**config.mk**
```make
export PLATFORM = sky130hd
export DESIGN_NAME = if_fetch_queue
export DESIGN_NICKNAME = d
export VERILOG_FILES = /design/src/rtl/if_pkg.sv /design/src/rtl/if_fifo.sv /design/src/rtl/if_fetch_queue.sv
export SDC_FILE = /design/constraint.sdc
export NUM_CORES = 1
export LEC_CHECK = 0
export ABC_CLOCK_PERIOD_IN_PS = 16020
export CAP_MARGIN = 0
export CORE_MARGIN = 5
export CORE_UTILIZATION = 60
export CTS_CLUSTER_SIZE = 14
export DETAILED_ROUTE_END_ITERATION = 16
export PLACE_DENSITY = 0.88
export SLEW_MARGIN = 20
export SYNTH_ARGS = -nofsm -noshare
export SYNTH_HDL_FRONTEND = slang
export SYNTH_HIERARCHICAL = 1
export SYNTH_SLANG_ARGS = --single-unit
```
**constraint.sdc**
```tcl
create_clock -name CLK -period 16.02 [get_ports CLK]
set_clock_uncertainty 0.2 [all_clocks]
set_input_delay 4.806 -clock CLK [delete_from_list [all_inputs] [get_ports CLK]]
set_output_delay 4.806 -clock CLK [all_outputs]
set_load 0.02 [all_outputs]
```
**src/rtl/if_pkg.sv**
```systemverilog
// Shared constants, entry type and elaboration helpers for the instruction-fetch stage.
package if_pkg;

    localparam int          INSN_BYTES = 4;
    localparam logic [31:0] NOP_INS    = 32'h0000_0000;

    // Queue entry at the default 32-bit widths; the fetch top builds the same layout at its own widths.
    typedef struct packed {
        logic [31:0] pc;
        logic [31:0] ins;
    } fetch_entry_t;

    function automatic int clog2(input int value);
        int result;
        result = 0;
        for (int i = 0; i < 31; i++) begin
            if ((1 << i) < value) begin
                result = i + 1;
            end
        end
        return result;
    endfunction

endpackage

```
**src/rtl/if_fifo.sv**
```systemverilog
// Synchronous FIFO with flush. While full it still accepts a push in a cycle that also pops.
module if_fifo
    import if_pkg::*;
#(
    parameter int DEPTH = 4,
    parameter int WIDTH = 64
) (
    input  logic                   CLK,
    input  logic                   RST,
    input  logic                   push,
    input  logic                   pop,
    input  logic                   flush,
    input  logic [WIDTH-1:0]       wdata,
    output logic [WIDTH-1:0]       rdata,
    output logic                   full,
    output logic                   empty,
    output logic [clog2(DEPTH):0]  count
);

    localparam int               PTR_W     = clog2(DEPTH);
    localparam logic [PTR_W:0]   DEPTH_CNT = (PTR_W + 1)'(DEPTH);
    localparam logic [PTR_W-1:0] PTR_ONE   = PTR_W'(1);
    localparam logic [PTR_W:0]   CNT_ONE   = (PTR_W + 1)'(1);

    logic [PTR_W-1:0] wr_ptr_q, wr_ptr_d;
    logic [PTR_W-1:0] rd_ptr_q, rd_ptr_d;
    logic [PTR_W:0]   count_q, count_d;
    logic [WIDTH-1:0] mem_q [DEPTH];
    logic [WIDTH-1:0] mem_d [DEPTH];
    logic             do_push;
    logic             do_pop;

    assign empty = (count_q == '0);
    assign full  = (count_q == DEPTH_CNT);
    assign count = count_q;
    assign rdata = mem_q[rd_ptr_q];

    always_comb begin
        do_pop   = pop && !empty;
        do_push  = push && (!full || do_pop);
        mem_d    = mem_q;
        wr_ptr_d = wr_ptr_q;
        rd_ptr_d = rd_ptr_q;
        count_d  = count_q;
        if (flush) begin
            wr_ptr_d = '0;
            rd_ptr_d = '0;
            count_d  = '0;
        end else begin
            if (do_push) begin
                mem_d[wr_ptr_q] = wdata;
                wr_ptr_d        = wr_ptr_q + PTR_ONE;
            end
            if (do_pop) begin
                rd_ptr_d = rd_ptr_q + PTR_ONE;
            end
            case ({do_push, do_pop})
                2'b10:   count_d = count_q + CNT_ONE;
                2'b01:   count_d = count_q - CNT_ONE;
                default: count_d = count_q;
            endcase
        end
    end

    always_ff @(posedge CLK or posedge RST) begin
        if (RST) begin
            wr_ptr_q <= '0;
            rd_ptr_q <= '0;
            count_q  <= '0;
            for (int i = 0; i < DEPTH; i++) begin
                mem_q[i] <= '0;
            end
        end else begin
            wr_ptr_q <= wr_ptr_d;
            rd_ptr_q <= rd_ptr_d;
            count_q  <= count_d;
            mem_q    <= mem_d;
        end
    end

endmodule

```
**src/rtl/if_fetch_queue.sv**
```systemverilog
// Instruction-fetch stage: fetch PC, 1-cycle instruction-memory interface and a prefetch queue
// flushed by redirects. Defining IF_PERF_CNT_EN adds the perf_fetched / perf_stall counters.
module if_fetch_queue
    import if_pkg::*;
#(
    parameter int                ADDR_W       = 32,
    parameter int                DATA_W       = 32,
    parameter int                DEPTH        = 4,
    parameter logic [ADDR_W-1:0] RESET_VECTOR = '0
) (
    input  logic              CLK,
    input  logic              RST,
    input  logic              redirect_valid,
    input  logic [ADDR_W-1:0] redirect_pc,
    output logic              im_req,
    output logic [ADDR_W-1:0] im_addr,
    input  logic [DATA_W-1:0] im_rdata,
    output logic              out_valid,
    input  logic              out_ready,
    output logic [DATA_W-1:0] out_ins,
    output logic [ADDR_W-1:0] out_pc,
    output logic [ADDR_W-1:0] out_nextpc
`ifdef IF_PERF_CNT_EN
    ,
    output logic [31:0]       perf_fetched,
    output logic [31:0]       perf_stall
`endif
);

    localparam int                CNT_W      = clog2(DEPTH) + 1;
    localparam logic [CNT_W:0]    DEPTH_OCC  = (CNT_W + 1)'(DEPTH);
    localparam logic [ADDR_W-1:0] STEP       = ADDR_W'(INSN_BYTES);
    localparam logic [ADDR_W-1:0] ALIGN_MASK = ~ADDR_W'(INSN_BYTES - 1);

    typedef struct packed {
        logic [ADDR_W-1:0] pc;
        logic [DATA_W-1:0] ins;
    } entry_t;

    logic [ADDR_W-1:0] fetch_pc_q, fetch_pc_d;
    logic [ADDR_W-1:0] req_pc_q, req_pc_d;
    logic              inflight_q, inflight_d;

    logic              fifo_full;
    logic              fifo_empty;
    logic [CNT_W-1:0]  fifo_count;
    logic [ADDR_W+DATA_W-1:0] fifo_rdata;
    entry_t            push_entry;
    entry_t            head_entry;
    logic              push;
    logic              pop;
    logic              issue;
    logic [CNT_W:0]    occ;

    assign out_valid = !fifo_empty;
    assign pop       = !fifo_empty && out_ready;
    // A response landing in a redirect cycle belongs to the abandoned path.
    assign push      = inflight_q && !redirect_valid;

    always_comb begin
        occ = {1'b0, fifo_count} + (CNT_W + 1)'(inflight_q) - (CNT_W + 1)'(pop);
        // A saturated queue only admits a request when the head leaves and nothing is in flight.
        issue = !RST && !redirect_valid &&
                (fifo_full ? (pop && !inflight_q) : (occ < DEPTH_OCC));

        fetch_pc_d = fetch_pc_q;
        req_pc_d   = req_pc_q;
        inflight_d = 1'b0;
        if (redirect_valid) begin
            fetch_pc_d = redirect_pc & ALIGN_MASK;
        end else if (issue) begin
            fetch_pc_d = fetch_pc_q + STEP;
            req_pc_d   = fetch_pc_q;
            inflight_d = 1'b1;
        end
    end

    always_ff @(posedge CLK or posedge RST) begin
        if (RST) begin
            fetch_pc_q <= RESET_VECTOR;
            req_pc_q   <= '0;
            inflight_q <= 1'b0;
        end else begin
            fetch_pc_q <= fetch_pc_d;
            req_pc_q   <= req_pc_d;
            inflight_q <= inflight_d;
        end
    end

    assign im_req  = issue;
    assign im_addr = fetch_pc_q;

    assign push_entry = '{pc: req_pc_q, ins: im_rdata};
    assign head_entry = entry_t'(fifo_rdata);

    assign out_ins    = fifo_empty ? DATA_W'(NOP_INS) : head_entry.ins;
    assign out_pc     = head_entry.pc;
    assign out_nextpc = head_entry.pc + STEP;

    if_fifo #(
        .DEPTH (DEPTH),
        .WIDTH (ADDR_W + DATA_W)
    ) u_fifo (
        .CLK   (CLK),
        .RST   (RST),
        .push  (push),
        .pop   (pop),
        .flush (redirect_valid),
        .wdata (push_entry),
        .rdata (fifo_rdata),
        .full  (fifo_full),
        .empty (fifo_empty),
        .count (fifo_count)
    );

`ifdef IF_PERF_CNT_EN
    logic [31:0] perf_fetched_q, perf_fetched_d;
    logic [31:0] perf_stall_q, perf_stall_d;

    // Counters survive redirects; only reset clears them.
    always_comb begin
        perf_fetched_d = perf_fetched_q + 32'(pop);
        perf_stall_d   = perf_stall_q + 32'(out_valid && !out_ready);
    end

    always_ff @(posedge CLK or posedge RST) begin
        if (RST) begin
            perf_fetched_q <= '0;
            perf_stall_q   <= '0;
        end else begin
            perf_fetched_q <= perf_fetched_d;
            perf_stall_q   <= perf_stall_d;
        end
    end

    assign perf_fetched = perf_fetched_q;
    assign perf_stall   = perf_stall_q;
`endif

endmodule

```
Word level (Yosys, flattened, before mapping) --
Cells that the tools add are included.
Word-level totals: latch bits 0, ROM bits 0, RAM bits 0, memories kept 0, logic and storage cells 67, input port bits 68, bits in registers 328
Operators by class: add/sub/neg operators 8, reductions and logical operators 21, multipliers 0, magnitude comparators 4, bitwise operators 3, equal/unequal tests 3, shift-type cells 0, div/mod/pow operators 0, muxes and demuxes 18
Operators by type and width (number):
- $bwmux W256 | 1
- $mux W64 | 3
- $bmux W64 S2 | 1
- $demux W64 S2 | 1
- $mux W32 | 3
- $add A32 B3 Y32 const B | 2
- $logic_and A1 B1 Y1 | 8
- $mux W2 | 4
- $ge A3 B3 Y1 const B | 2
- $not A2 Y3 | 2
- $pmux W3 S2 | 1
- $reduce_bool A2 Y1 | 3
- $logic_not A1 Y1 | 5
- $add A2 B1 Y2 const B | 2
- $add A3 B1 Y4 | 1
- $lt A4 B3 Y1 const B | 1
- $reduce_and A2 Y1 | 2
- $sub A4 B1 Y4 | 1
- $add A3 B1 Y3 const B | 1
- $eq A3 B3 Y1 const B | 1
- $logic_not A3 Y1 | 1
- $lt A3 B1 Y1 const B | 1
- $mux W1 | 3
- $mux W3 | 1
- 6 further kinds | 6

Depth between registers and ports, before layout --
depth after elaboration 9, gate-level depth with buffers 14, gate-level depth less buffers 10

Hierarchy --
Netlist, hierarchy kept.
Modules (own cells, without submodules):
- if_fifo | cells each 680, area an instance 11502.3 um2, instances 1, sequential area each 6581.3 um2
- if_fetch_queue | cells each 419, area an instance 3887.5 um2, instances 1, sequential area each 1526.5 um2

Worst setup path after synthesis --
Ideal clock, no wire load.
path type input-to-output, from input port out_ready, to output port im_req, cell stages on the path 10, data arrival time 6.763 ns, required time 11.014 ns, slack 4.251 ns, buffers on the path 2, cells stage by stage nor2b_1 > ha_1 > inv_1 > ha_1 > and3b_1 > o21a_1 > o31ai_2 > buf_2 > clkbuf_1 > inv_1
Between the ends: word-level cells in the longest chain between the ends 5, elaborated cells between the ends (all ways) 6, those cells by class add/sub: 1; order compare: 1; mux: 1; reduce/logical: 3
Ends and longest elaborated chain:
- from (decl) | line if_fetch_queue.sv:19 | input logic out_ready,
- $logic_and A1 B1 Y1 (*) | line if_fetch_queue.sv:56 | assign pop = !fifo_empty && out_ready;
- $sub A4 B1 Y4 | line if_fetch_queue.sv:61 | occ = {1'b0, fifo_count} + (CNT_W + 1)'(inflight_q) - (CNT_W + 1)'(pop);
- $lt A4 B3 Y1 | line if_fetch_queue.sv:64 | (fifo_full ? (pop && !inflight_q) : (occ < DEPTH_OCC));
- $mux W1 (*) | line if_fetch_queue.sv:64
- $logic_and A1 B1 Y1 (*) | line if_fetch_queue.sv:63 | issue = !RST && !redirect_valid &&
- to (decl) | line if_fetch_queue.sv:15 | output logic im_req,
Every way passes the cells marked *; elsewhere a longest branch is shown, timed or not.

Final worst setup path --
from input port out_ready, to output port im_req
Between the ends: word-level cells in the longest chain between the ends 5, elaborated cells between the ends (all ways) 6, those cells by class add/sub: 1; order compare: 1; mux: 1; reduce/logical: 3
Ends and longest elaborated chain:
- $logic_and A1 B1 Y1 (*) | line if_fetch_queue.sv:56
- via pop | line if_fetch_queue.sv:51 | logic pop;
- $sub A4 B1 Y4 | line if_fetch_queue.sv:61
- $lt A4 B3 Y1 | line if_fetch_queue.sv:64
- $mux W1 (*) | line if_fetch_queue.sv:64
- $logic_and A1 B1 Y1 (*) | line if_fetch_queue.sv:63
Mark *: on every way through the listed nets, which the timed path passes. The rest lies on a longest branch.

==> flow_summary.ini <==
[yosys]
synth_top_area_cell = dfrtp_1
netlist_area_mm2 = 0.0154
synth_top_area_share_pct = 52.7
synth_seq_cells = 324
syn_area_per_cell_um2 = 14.0
synth_edf_count = 0
synth_ff_type = dfrtp_1
synthTopCellsByArea = dfrtp_1 (53%), mux2_1 (19%), mux4_2 (9.4%)
synth_cells = 1099
ys_types = 57
async_reset_ff_share_pct = 100
ys_warn_count = 6
yosysSeqAreaShare_pct = 52.7

[power]
power_frac_clock_pct = 34.1
leakagePower_nw = 8.31
p_per_area_mw_per_mm2 = 123
swShare_pct = 27.4
ir_worst_vdd_mv = 0.0782
pwr-share-seq_pct = 43.1
p_total_mw = 2.31
power_frac_comb_pct = 22.8
p_int_mw = 1.68
p_switching_mw = 0.635

[cts]
root_buffer = clkbuf_16
cts_setup_buffers = 0
clk_latency_ns = 0.51
tritoncts = built
cts.sinks = 324
hold_buffers = 0
cts_max_level = 2
cts_buffers = 35
clockBufferDepth = 3
path_clk_slew_ns = 0.05
cts_resized = 0

[global_routing]
antenna_found_initial = 1
grt_pass1_vias = 10800
grt_pass1_wl_um = 58200
grt_usage_pct = 25.0
gr-total-overflow = 0
grt_start_max_net_pins = 143

[finish]
drive_above_1_share_pct = 13.5
syn_to_final_growth_pct = 22.0
finish.utilization_pct = 74.4
antenna_cells = 0
seq_area_mm2 = 0.00812
fill_cells = 1546
nets = 1364
multi_input_area_mm2 = 0.00699

[floorplan]
die_h_um = 170
start_util_pct = 60.9
io_pins = 198
rows = 58
dieWidth_um = 170
core-area_mm2 = 0.0253
die_area_mm2 = 0.0290

[critical_path]
cp.required_ns = 11.01
r2r-end = im_addr[25]$_DFFE_PP0P_
rr_startpoint = u_fifo/count[1]$_DFFE_PP0P_
startpoint_type = input pin
rr_worst_depth = 12
endpoint_kind = primary output
ff2ff_setup_slack_ns = 11.53
critPathArrivalTime_ns = 8.43
path_class = input pin to primary output
crit_fanout = 51

[timing]
timing.fmax_ghz = 0.0744
finalSetupViolCount = 0
hold_viol = 0
tightest_slew_ns = 1.10
max-slew-margin-rel_pct = 26.5
whs_ns = 0.279
finalMaxSlewViolations = 0
fin_crit_ns = 13.43
min_period_over_period_pct = 83.9
setup-tns-final_ns = 0
rsz0062_at_grt = no

[detailed_routing]
drc = 0
drtIter0Drc = 739
drt_wl_total_um = 35400
wl_per_cell_um = 21.6
route.vias.total = 10000
antenna_left = 0
via_per_inst = 6.11
drt_pass1_iterations = 5

[place]
dp_hpwl_um = 22800
port_buffers = 193
place_congestion = 0.893

[hold_path]
min_to = u_fifo/mem_q[106]$_DFFE_PP0P_
min_path_type = register to register
whs_path_depth = 1
min_from = u_fifo/mem_q[106]$_DFFE_PP0P_

[run_status]
status = complete, no violations

[job]
maxCapViolCount = 0
cell usage after synthesis, types with 8 or more instances:
master      n
buf_2      44
nand3_1    21
a31oi_1    23
inv_1      18
o21ai_0    18
mux2_1    256
or3_1       8
nand2_1    42
and4_1      9
o31ai_1    11
mux4_2     64
dfrtp_1   324
nand4_1    13
xor2_1     13
mux2_2     29
nor2_1     29
or4_1       9
clkbuf_1   17
xnor2_1    31
nor2b_1    35
ha_1        9
through the flow:
step,instances,setup WS [ns],area [um2]
final,1636,2.59,18800
after global routing,1636,2.30,18800
after CTS,1636,2.59,18800
after detailed placement,1579,2.58,17700
after global placement,1579,2.66,17700
after floorplan,1108,3.77,15400
worst max-delay path, stage by stage:
cell and delay (ns):
clkdlybuf4s50_1 0.48, nor2b_1 0.66, ha_1 0.28, inv_1 0.04, ha_1 0.25, and3b_1 0.22, o21a_1 0.27, o31ai_4 0.23
buf_4 0.53, inv_1 0.08, clkdlybuf4s50_1 0.55
power by group through the flow:
stage / logic (mW) / clock network, mW / registers (mW)
floorplan: 0.310 / 0 / 0.987
global placement: 0.515 / 0 / 0.999
detailed placement: 0.530 / 0 / 1.01
CTS: 0.534 / 0.807 / 0.996
global route: 0.565 / 0.841 / 1.01
finish: 0.528 / 0.789 / 0.997
how the worst max path moves through the flow:
stage | startpoint | to | slack (ns) | cells past startpoint
3_3_place_gp | out_ready | im_req | 2.66 | 11
3_5_place_dp | out_ready | im_req | 2.58 | 11
4_1_cts | out_ready | im_req | 2.59 | 11
5_1_grt | out_ready | im_req | 2.30 | 11
2_1_floorplan | RST | u_fifo/count[0]$_DFFE_PP0P_ | 3.77 | 1
6_report | out_ready | im_req | 2.59 | 11
sequential cells by signal, indices dropped and copies added (netlist names):
register,count
im_addr,30
inflight_q,1
req_pc_q,30
u_fifo/count,3
u_fifo/mem_q,256
u_fifo/rd_ptr_q,2
u_fifo/wr_ptr_q,2
layer usage:
| layer | vias to the layer above | routed length (um) | track usage [%] |
|---|---|---|---|
| met5 | - | 7 | 0 |
| met4 | 2 | 947 | 7.88 |
| met3 | 69 | 2360 | 4.69 |
| met2 | 373 | 17200 | 41.0 |
| met1 | 5161 | 14900 | 34.4 |
| li1 | 4399 | - | - |
area by class of cell:
| type | count | area share [%] |
|---|---|---|
| clock buffer | 52 | 5.44 |
| clock inverter | 5 | 0.533 |
| inverter | 19 | 0.420 |
| multi-input combinational | 695 | 37.2 |
| sequential | 324 | 43.2 |
| tap | 330 | 2.20 |
| timing repair buffer | 211 | 11.0 |
cell usage in the layout (no fill, tap or decap), types with 7 or more instances in the layout:
master,Yosys,routed
a31oi_1,23,23
and2_1,7,7
and3_1,7,7
and4_1,9,9
buf_4,4,18
clkbuf_1,17,11
clkbuf_16,0,37
clkdlybuf4s50_1,0,193
conb_1,1,10
dfrtp_1,324,322
ha_1,9,9
inv_1,18,16
mux2_1,256,256
mux2_2,29,29
mux4_2,64,64
nand2_1,42,42
nand3_1,21,21
nand4_1,13,13
nor2_1,29,29
nor2b_1,35,35
o21ai_0,18,18
o31ai_1,11,11
or3_1,8,8
or4_1,9,9
xnor2_1,31,31
xor2_1,13,13
kinds of logic after synthesis:
| kind of cell | share of synthesized area [%] |
|---|---|
| fa+ha+maj | 0.862 |
| other cells | 0.0244 |
| flops | 52.7 |
| mux | 30.3 |
| simple gates | 7.74 |
| compound gates | 3.21 |
| xor+xnor | 2.50 |
| buf+inv | 2.63 |
No activity file was read; power rests on OpenSTA's default activity.
